<file path="src/rtl/m_unit_pkg.sv">
// Shared constants for the RV32M multiply/divide unit: instruction encodings,
// func3 operation codes, FSM state encoding and operand signedness helpers.
package m_unit_pkg;

   localparam logic [6:0] OPCODE_OP    = 7'b0110011;
   localparam logic [6:0] FUNC7_MULDIV = 7'b0000001;

   typedef enum logic [2:0] {
      F3_MUL    = 3'b000,
      F3_MULH   = 3'b001,
      F3_MULHSU = 3'b010,
      F3_MULHU  = 3'b011,
      F3_DIV    = 3'b100,
      F3_DIVU   = 3'b101,
      F3_REM    = 3'b110,
      F3_REMU   = 3'b111
   } func3_e;

   typedef enum logic [1:0] {
      ST_IDLE = 2'd0,
      ST_CALC = 2'd1,
      ST_DONE = 2'd2
   } m_state_e;

   function automatic logic op1_is_signed(input logic [2:0] f3);
      return (f3 == F3_MULH) || (f3 == F3_MULHSU) || (f3 == F3_DIV) || (f3 == F3_REM);
   endfunction

   function automatic logic op2_is_signed(input logic [2:0] f3);
      return (f3 == F3_MULH) || (f3 == F3_DIV) || (f3 == F3_REM);
   endfunction

endpackage

</file>
<file path="src/rtl/m_unit_sign_fix.sv">
// Combinational sign handling: operand magnitudes/sign flags on the way in,
// two's-complement negation of the raw 64-bit result on the way out.
module m_unit_sign_fix
   import m_unit_pkg::*;
#(
   parameter int XLEN = 32
) (
   input  logic [2:0]        func3,
   input  logic [XLEN-1:0]   op1,
   input  logic [XLEN-1:0]   op2,
   output logic [XLEN-1:0]   mag1,
   output logic [XLEN-1:0]   mag2,
   output logic              sign1,
   output logic              sign2,
   input  logic [2*XLEN-1:0] raw,
   input  logic              negate,
   output logic [2*XLEN-1:0] fixed
);

   always_comb begin
      sign1 = op1_is_signed(func3) & op1[XLEN-1];
      sign2 = op2_is_signed(func3) & op2[XLEN-1];
      mag1  = sign1 ? (~op1 + 1'b1) : op1;
      mag2  = sign2 ? (~op2 + 1'b1) : op2;
      fixed = negate ? (~raw + 1'b1) : raw;
   end

endmodule

</file>
<file path="src/rtl/m_unit.sv">
// Iterative RV32M unit: 32-cycle shift-add multiply and restoring divide
// sharing one 64-bit accumulator; divide-by-zero and overflow finish in one cycle.
module m_unit
   import m_unit_pkg::*;
#(
   parameter int XLEN = 32,
   parameter int ITER = 32
) (
   input  logic            clk,
   input  logic            rst,
   input  logic            start,
   input  logic            kill,
   input  logic [2:0]      func3,
   input  logic [XLEN-1:0] op1,
   input  logic [XLEN-1:0] op2,
   input  logic [4:0]      rd_in,
   output logic            busy,
   output logic            result_valid,
   output logic [XLEN-1:0] result,
   output logic [4:0]      rd_out,
   output m_state_e        state_dbg
);

   m_state_e          state;
   logic [5:0]        cnt;
   logic [2*XLEN-1:0] acc;
   logic [XLEN-1:0]   opb;
   func3_e            f3_q;
   logic [4:0]        rd_q;
   logic              sign1_q, sign2_q;

   logic [XLEN-1:0]   mag1, mag2;
   logic              sign1, sign2;
   logic [2*XLEN-1:0] fix_raw, fix_out;
   logic              fix_neg;
   logic [XLEN:0]     add_sum;
   logic [XLEN-1:0]   sub_diff;
   logic              sub_ge;
   logic [2*XLEN-1:0] acc_step;
   logic [XLEN-1:0]   res_final;
   logic              div_zero, div_ovf;
   logic [XLEN-1:0]   special_res;

   m_unit_sign_fix #(.XLEN(XLEN)) u_sign_fix (
      .func3  (func3),
      .op1    (op1),
      .op2    (op2),
      .mag1   (mag1),
      .mag2   (mag2),
      .sign1  (sign1),
      .sign2  (sign2),
      .raw    (fix_raw),
      .negate (fix_neg),
      .fixed  (fix_out)
   );

   // acc holds {partial product, multiplier} for multiply and {remainder, dividend} for divide.
   always_comb begin
      add_sum  = {1'b0, acc[2*XLEN-1:XLEN]} + {1'b0, (acc[0] ? opb : {XLEN{1'b0}})};
      sub_ge   = acc[2*XLEN-1:XLEN-1] >= {1'b0, opb};
      sub_diff = acc[2*XLEN-2:XLEN-1] - opb;
      if (!f3_q[2])
         acc_step = {add_sum, acc[XLEN-1:1]};
      else if (sub_ge)
         acc_step = {sub_diff, acc[XLEN-2:0], 1'b1};
      else
         acc_step = {acc[2*XLEN-2:0], 1'b0};
   end

   always_comb begin
      fix_raw = acc_step;
      fix_neg = sign1_q ^ sign2_q;
      case (f3_q)
         F3_DIV, F3_DIVU: fix_raw = {{XLEN{1'b0}}, acc_step[XLEN-1:0]};
         F3_REM, F3_REMU: begin
            fix_raw = {{XLEN{1'b0}}, acc_step[2*XLEN-1:XLEN]};
            fix_neg = sign1_q;
         end
         default: fix_raw = acc_step;
      endcase
      res_final = (f3_q[2] || f3_q == F3_MUL) ? fix_out[XLEN-1:0] : fix_out[2*XLEN-1:XLEN];
   end

   always_comb begin
      div_zero    = func3[2] && (op2 == {XLEN{1'b0}});
      div_ovf     = func3[2] && !func3[0] && (op1 == {1'b1, {(XLEN-1){1'b0}}})
                    && (op2 == {XLEN{1'b1}});
      special_res = func3[1] ? (div_zero ? op1 : {XLEN{1'b0}})
                             : (div_zero ? {XLEN{1'b1}} : op1);
   end

   assign busy      = rst && (((state == ST_IDLE) && start && !kill) || (state == ST_CALC));
   assign state_dbg = state;

   always_ff @(posedge clk or negedge rst) begin
      if (!rst) begin
         state        <= ST_IDLE;
         cnt          <= '0;
         acc          <= '0;
         opb          <= '0;
         f3_q         <= F3_MUL;
         rd_q         <= '0;
         sign1_q      <= 1'b0;
         sign2_q      <= 1'b0;
         result_valid <= 1'b0;
         result       <= '0;
         rd_out       <= '0;
      end else begin
         result_valid <= 1'b0;
         if (kill) begin
            state <= ST_IDLE;
            cnt   <= '0;
         end else begin
            case (state)
               ST_IDLE: if (start) begin
                  f3_q    <= func3_e'(func3);
                  rd_q    <= rd_in;
                  sign1_q <= sign1;
                  sign2_q <= sign2;
                  cnt     <= '0;
                  if (div_zero || div_ovf) begin
                     result       <= special_res;
                     rd_out       <= rd_in;
                     result_valid <= 1'b1;
                     state        <= ST_DONE;
                  end else begin
                     acc   <= {{XLEN{1'b0}}, (func3[2] ? mag1 : mag2)};
                     opb   <= func3[2] ? mag2 : mag1;
                     state <= ST_CALC;
                  end
               end
               ST_CALC: begin
                  acc <= acc_step;
                  if (cnt == 6'(ITER - 1)) begin
                     result       <= res_final;
                     rd_out       <= rd_q;
                     result_valid <= 1'b1;
                     cnt          <= '0;
                     state        <= ST_DONE;
                  end else begin
                     cnt <= cnt + 6'd1;
                  end
               end
               ST_DONE: state <= ST_IDLE;
               default: state <= ST_IDLE;
            endcase
         end
      end
   end

endmodule

</file>
<file path="config.mk">
export PLATFORM = sky130hd
export DESIGN_NAME = m_unit
export DESIGN_NICKNAME = d
export VERILOG_FILES = /design/src/rtl/m_unit_pkg.sv /design/src/rtl/m_unit_sign_fix.sv /design/src/rtl/m_unit.sv
export SDC_FILE = /design/constraint.sdc
export NUM_CORES = 1
export LEC_CHECK = 0
export BUFFER_PORTS_ARGS = -buffer_cell sky130_fd_sc_hd__buf_4
export CAP_MARGIN = 20
export CORE_MARGIN = 2
export CORE_UTILIZATION = 45
export CTS_CLUSTER_DIAMETER = 80
export DETAILED_ROUTE_END_ITERATION = 8
export HOLD_SLACK_MARGIN = 0.08
export PLACE_DENSITY_LB_ADDON = 0.12
export SYNTH_ARGS = -nofsm -noshare
export SYNTH_HDL_FRONTEND = slang
export SYNTH_SLANG_ARGS = --single-unit
</file>
<file path="constraint.sdc">
create_clock -name clk -period 5.4 [get_ports clk]
set_input_delay 0.54 -clock clk [delete_from_list [all_inputs] [get_ports clk]]
set_output_delay 0.54 -clock clk [all_outputs]
set_load 0.02 [all_outputs]
</file>
# Word-level counts from Yosys, hierarchy flattened
# Cells that the tools add are included.
[totals]
reg_bits = 152
input_bits = 76
out_inout_bits = 41
word_cells = 113
[op_classes]
n_eq_ne = 18
n_reduce_logical = 30
n_addsub = 6
bitwise_logic = 8
mux = 39
n_lt_le_gt_ge = 1
[ops]
columns = ["cell", "n"]
rows = [
  ["$mux 32", 12],
  ["$mux 64", 5],
  ["$pmux 64 s2", 2],
  ["$add 32x1->32 const B", 2],
  ["$add 64x1->64 const B", 1],
  ["$eq 32x32->1 const B", 2],
  ["$not 32->32", 2],
  ["$not 64->64", 1],
  ["$pmux 32 s2", 1],
  ["$add 32x32->33", 1],
  ["$ge 33x32->1", 1],
  ["$logic_not 32->1", 1],
  ["$sub 32x32->32", 1],
  ["$eq 3x3->1 const B", 6],
  ["$mux 6", 3],
  ["$mux 5", 3],
  ["$pmux 6 s2", 1],
  ["$pmux 5 s2", 1],
  ["$logic_or 1x1->1", 8],
  ["$mux 2", 4],
  ["$reduce_and 4->1", 2],
  ["$logic_and 1x1->1", 7],
  ["$add 6x1->6 const B", 1],
  ["$eq 6x5->1 const B", 1],
  ["other kinds (22)", 33],
]

# Depth between registers and ports, before layout
[depth]
depth_word = 10
mapped_depth = 22
ltp_nobuf = 18

# Hierarchy
# Synthesis repeated with hierarchy kept, for this count alone.
[unflattened]
cells_unflattened = 2044
area_unflattened_um2 = 15836.4
[by_module_without_submodules]
columns = ["mod", "cells_each", "instances", "area_per_inst_um2", "seq_area_each_um2"]
rows = [
  ["m_unit", 1616, 1, 12882.4, 3803.6],
  ["m_unit_sign_fix", 428, 1, 2954.1, 0.0],
]

# Worst setup path before layout
# Ideal clock, no wire load.
[synth_path]
path_type = "register to register"
startpoint = "register acc[37]"
endpoint = "register result[20]"
slack_ns = 0.718
arrival_ns = 4.556
period_less_slack_ns = 4.682
path_buffers = 4
stages_incl_launch_ff = 21
setup_ns = 0.126
t_required_ns = 5.274
cell_sequence = "dfrtp_1 -> ha_1 -> buf_2 -> a21oi_1 -> nor3_1 -> o31a_1 -> o31ai_2 -> buf_6 -> buf_2 -> nand3_1 -> a31oi_1 -> ha_1 -> nand2_1 -> a21oi_1 -> o21bai_1 -> or4_1 -> clkbuf_1 -> o41ai_2 -> xor2_1 -> o221ai_1 -> o32a_1"
[synth_between]
elab_chain_cells = 10
word_cells_on_any_way = 12
cone_classes = "add/sub: 3; order compare: 1; mux: 7; bitwise: 1"
[synth_rtl]
columns = ["item", "line", "source"]
rows = [
  ["start: declaration", "m_unit.sv:26", "logic [2*XLEN-1:0] acc;"],
  ["start signal: assignment", "m_unit.sv:127", "acc <= {{XLEN{1'b0}}, (func3[2] ? mag1 : mag2)};"],
  ["start signal: assignment", "m_unit.sv:133", "acc <= acc_step;"],
  ["$sub 32x32->32 / $ge 33x32->1 (equally long branches)", "m_unit.sv:61, m_unit.sv:60", ""],
  ["$mux 64", "m_unit.sv:64", "else if (sub_ge)"],
  ["$mux 64 *", "m_unit.sv:62", "if (!f3_q[2])"],
  ["$pmux 64 s2 *", "m_unit.sv:73", "case (f3_q)"],
  ["$not 64->64", "m_unit_sign_fix.sv:25", "fixed = negate ? (~raw + 1'b1) : raw;"],
  ["$add 64x1->64", "m_unit_sign_fix.sv:25", ""],
  ["$mux 64 *", "m_unit_sign_fix.sv:25", ""],
  ["$mux 32 *", "m_unit.sv:81", "res_final = (f3_q[2] || f3_q == F3_MUL) ? fix_out[XLEN-1:0] : fix_out[2*XLEN-1:XLEN];"],
  ["$mux 32 *", "m_unit.sv:134", "if (cnt == 6'(ITER - 1)) begin"],
  ["$pmux 32 s2 *", "m_unit.sv:114", "case (state)"],
  ["end signal: assignment", "m_unit.sv:122", "result <= special_res;"],
  ["end signal: assignment", "m_unit.sv:135", "result <= res_final;"],
  ["end: declaration", "m_unit.sv:19", "output logic [XLEN-1:0] result,"],
]
# Every way passes the cells marked *; elsewhere a longest branch is shown, timed or not. The select of a mux whose other input is x is not followed.
# A chain may end at the register's enable or synchronous reset.

# Final worst setup path
[layout_path]
startpoint = "register opb[13]"
endpoint = "register result[20]"
[layout_between]
elab_chain_cells = 10
word_cells_on_any_way = 13
cone_classes = "add/sub: 3; order compare: 1; mux: 8; bitwise: 1"
[layout_rtl]
columns = ["item", "line", "source"]
rows = [
  ["start: declaration", "m_unit.sv:27", "logic [XLEN-1:0] opb;"],
  ["start signal: assignment", "m_unit.sv:128", "opb <= func3[2] ? mag2 : mag1;"],
  ["$mux 32 (tied with other cells)", "m_unit.sv:59", "add_sum = {1'b0, acc[2*XLEN-1:XLEN]} + {1'b0, (acc[0] ? opb : {XLEN{1'b0}})};"],
  ["$add 32x32->33 / $mux 64 (equally long branches)", "m_unit.sv:59, m_unit.sv:64", ""],
  ["$mux 64 *", "m_unit.sv:62", ""],
  ["$pmux 64 s2 *", "m_unit.sv:73", ""],
  ["$not 64->64", "m_unit_sign_fix.sv:25", ""],
  ["$add 64x1->64", "m_unit_sign_fix.sv:25", ""],
  ["$mux 64 *", "m_unit_sign_fix.sv:25", ""],
  ["$mux 32 *", "m_unit.sv:81", ""],
  ["$mux 32 *", "m_unit.sv:134", ""],
  ["$pmux 32 s2 *", "m_unit.sv:114", ""],
]
# Marked as above.

==> results.sh <==
export IMPL_startpoint="opb[13]"
export IMPL_post_route_min_period_ns=5.32
export IMPL_areaGrowthSynthToFinish_pct=15.8
export IMPL_wire_per_inst_um=28.7
export IMPL_synth_main_ff_cell="dfrtp_1"
export IMPL_clock_sinks=152
export IMPL_post_drt_via_cell_ratio=6.72
export IMPL_yosys_register_bits=152
export IMPL_start_util=0.459
export IMPL_crit_path_start_kind="flop"
export IMPL_io_buffers=116
export IMPL_setup_viol_count_final=0
export IMPL_num_nets_final=2634
export IMPL_synth_edff_count=0
export IMPL_critPathRequiredTime_ns=5.76
export IMPL_max_slew_margin=0.263
export IMPL_grt_pass1_wl_um=123000
export IMPL_die_area_mm2=0.0391
export IMPL_first_pass_iters=8
export IMPL_cts_made_buffers=17
export IMPL_cts_root_buf="clkbuf_16"
export IMPL_synth_cell_area_mm2=0.0169
export IMPL_final_common_cell="nand2_1"
export IMPL_detail_route_antenna_nets=0
export IMPL_multi_input_area_mm2=0.0123
export IMPL_wl_um=85100
export IMPL_drt_iter0_drc=2793
export IMPL_hold_path_class="input pin to flop"
export IMPL_cpMaxStageDelayCell="or4_1"
export IMPL_ys_types=88
export IMPL_diodes=0
export IMPL_r2r_slack_ns=0.08
export IMPL_power_mw=10.1
export IMPL_power_density_mw_per_mm2=518
export IMPL_vdd_ir_drop_max_v=0.000279
export IMPL_row_count=70
export IMPL_cp_cell_sequence="inv_1, ha_2, nand4_1, nor4_1, o211ai_1, a311oi_1, o22ai_1, xor2_1, buf_4, o22ai_1, or4_1, and4b_1, nand4_1, buf_4, o211a_1, o32a_1"
export IMPL_grt_pass1_vias=18457
export IMPL_clock_latency_ns=0.48
export IMPL_clk_pin_slew_ns=0.08
export IMPL_htree_levels=4
export IMPL_grt_max_degree=112
export IMPL_hold_start="rd_in[1]"
export IMPL_grt_antenna_before_repair=1
export IMPL_finalInstanceArea_mm2=0.0196
export IMPL_cts_path_max_buffers=2
export IMPL_period_share=0.984
export IMPL_outcome="finished clean"
export IMPL_place_area_mm2=0.0189
export IMPL_leakagePower_nw=8.31
export IMPL_ioPinCount=117
export IMPL_ys_seq_area_frac=0.225
export IMPL_r2r_start="opb[13]"
export IMPL_grt_use_total=0.434
export IMPL_drc=0
export IMPL_max_freq_mhz=188
export IMPL_syn_nets=2519
export IMPL_final_cell_mix="nand2_1 (290), nor2_1 (264), buf_4 (240)"
export IMPL_finalSetupTns_ns=0
export IMPL_worstMarginPinSlew_ns=1.10
export IMPL_die_h_um=198
export IMPL_hpwl_um=68200
export IMPL_vias=19937
export IMPL_synthCells=2372
export IMPL_final_max_slew_viol_count=0
export IMPL_grt_ovfl_total=0
export IMPL_maxCapViolations=0
export IMPL_timing_hold_violations_final=0
export IMPL_drive_gt1_frac=0.144
export IMPL_die_w_um=198
export IMPL_ff_latch_area_mm2=0.00381
export IMPL_synthArstFlopShare=1.00
export IMPL_cp_slowest_stage_delay_ns=0.68
export IMPL_gp_congestion=1.04
export IMPL_num_fill_cells=3592
export IMPL_crit_path_end_kind="flop"
export IMPL_ys_warn_count=0
export IMPL_critPathArrivalTime_ns=5.68
export IMPL_path_max_fanout=10
export IMPL_critPathKind="flop to flop"
export IMPL_fin_skew_ns=0.0222
export IMPL_fp_coreArea_mm2=0.0368
export IMPL_synth_area_per_cell_um2=7.13
export IMPL_cts_tree="built"
[worst max-delay path, delay by kind of cell (launching register included)]
family,cells,cell delay (ns)
AOI/OAI and AO/OA,6,1.52
xor gates and xnor gates,1,0.17
adders and majority gates,1,0.46
buffers and inverters,3,0.49
DFF,1,0.50
and+or+nand+nor,5,2.02
[layer usage]
| layer | track usage | up-vias | share of wire |
|---|---|---|---|
| li1 | - | 8886 | - |
| met1 | 0.559 | 9485 | 0.39 |
| met2 | 0.655 | 1278 | 0.43 |
| met3 | 0.106 | 286 | 0.11 |
| met4 | 0.269 | 2 | 0.073 |
| met5 | 0 | - | 0.00015 |
[per-stage QoR]
stage / hold WS, ns / std cells / utilization / setup slack (ns)
2_1_floorplan: 0.244 / 2372 / - / 0.718
3_3_place_gp: 0.468 / 2934 / 0.513 / 0.194
3_5_place_dp: 0.483 / 2934 / 0.513 / 0.147
4_1_cts: 0.288 / 2967 / 0.530 / 0.0959
5_1_grt: 0.290 / 2968 / 0.532 / -0.0205
6_report: 0.300 / 2968 / 0.532 / 0.0843
[report_power, final]
part	leakage, nW	internal (mW)	switching, mW	total [mW]
Combinational	6.09	2.34	4.81	7.15
Sequential	1.92	1.37	0.317	1.68
Clock	0.300	0.634	0.664	1.30
Total	8.31	4.35	5.79	10.1
[Yosys cell counts (45+ instances only)]
cell type | n | area [µm²]
a21oi_1 | 226 | 1130
and2_1 | 45 | 282
clkbuf_1 | 122 | 458
dfrtp_1 | 152 | 3800
ha_1 | 69 | 863
inv_1 | 78 | 293
mux2i_1 | 57 | 571
nand2_1 | 292 | 1100
nand3_1 | 49 | 245
nor2_1 | 264 | 991
nor3_1 | 57 | 285
o21ai_0 | 240 | 1200
xnor2_1 | 72 | 631
xor2_1 | 64 | 561
[flip-flops by register name, summed over array words and instances, names as in the netlist, 2 cells and up]
signal and flops:
acc 64, cnt 6, f3_q 3, opb 32, rd_out 5, rd_q 5, result 32, state_dbg 2
[timing repair]
action	CTS	global route
endpoints found under the setup margin	0	24
hold buffers	1	0
endpoints found under the hold margin	47	0
buffers inserted	0	1
gates resized for setup	0	21
[worst paths after layout]
check	end	cells after the start
setup / recovery	result[20]	16
hold / removal	rd_q[1]	2
setup reg to reg	result[20]	16
hold reg to reg	result[24]	2
max in group asynchronous	f3_q[2]	3
min in group asynchronous	acc[53]	2
[cell type report]
class	instances	area share
clock buffer	17	0.0217
tap	468	0.0299
timing repair buffer	249	0.100
clock inverter	15	0.00965
sequential	152	0.194
inverter	79	0.0152
multi-input combinational	1988	0.629
[cells by family (layout without fill, tap and decap cells)]
kind of cell | after synthesis | count (layout) | share of synthesized area
muxes | 83 | 83 | 0.0511
AOI/OAI and AO/OA | 816 | 816 | 0.303
and+or+nand+nor | 881 | 881 | 0.242
DFF | 152 | 152 | 0.225
xor gates and xnor gates | 136 | 136 | 0.0705
adders and majority gates | 72 | 72 | 0.0540
buffers and inverters | 232 | 360 | 0.0538
(Power assumes the default switching activity.)
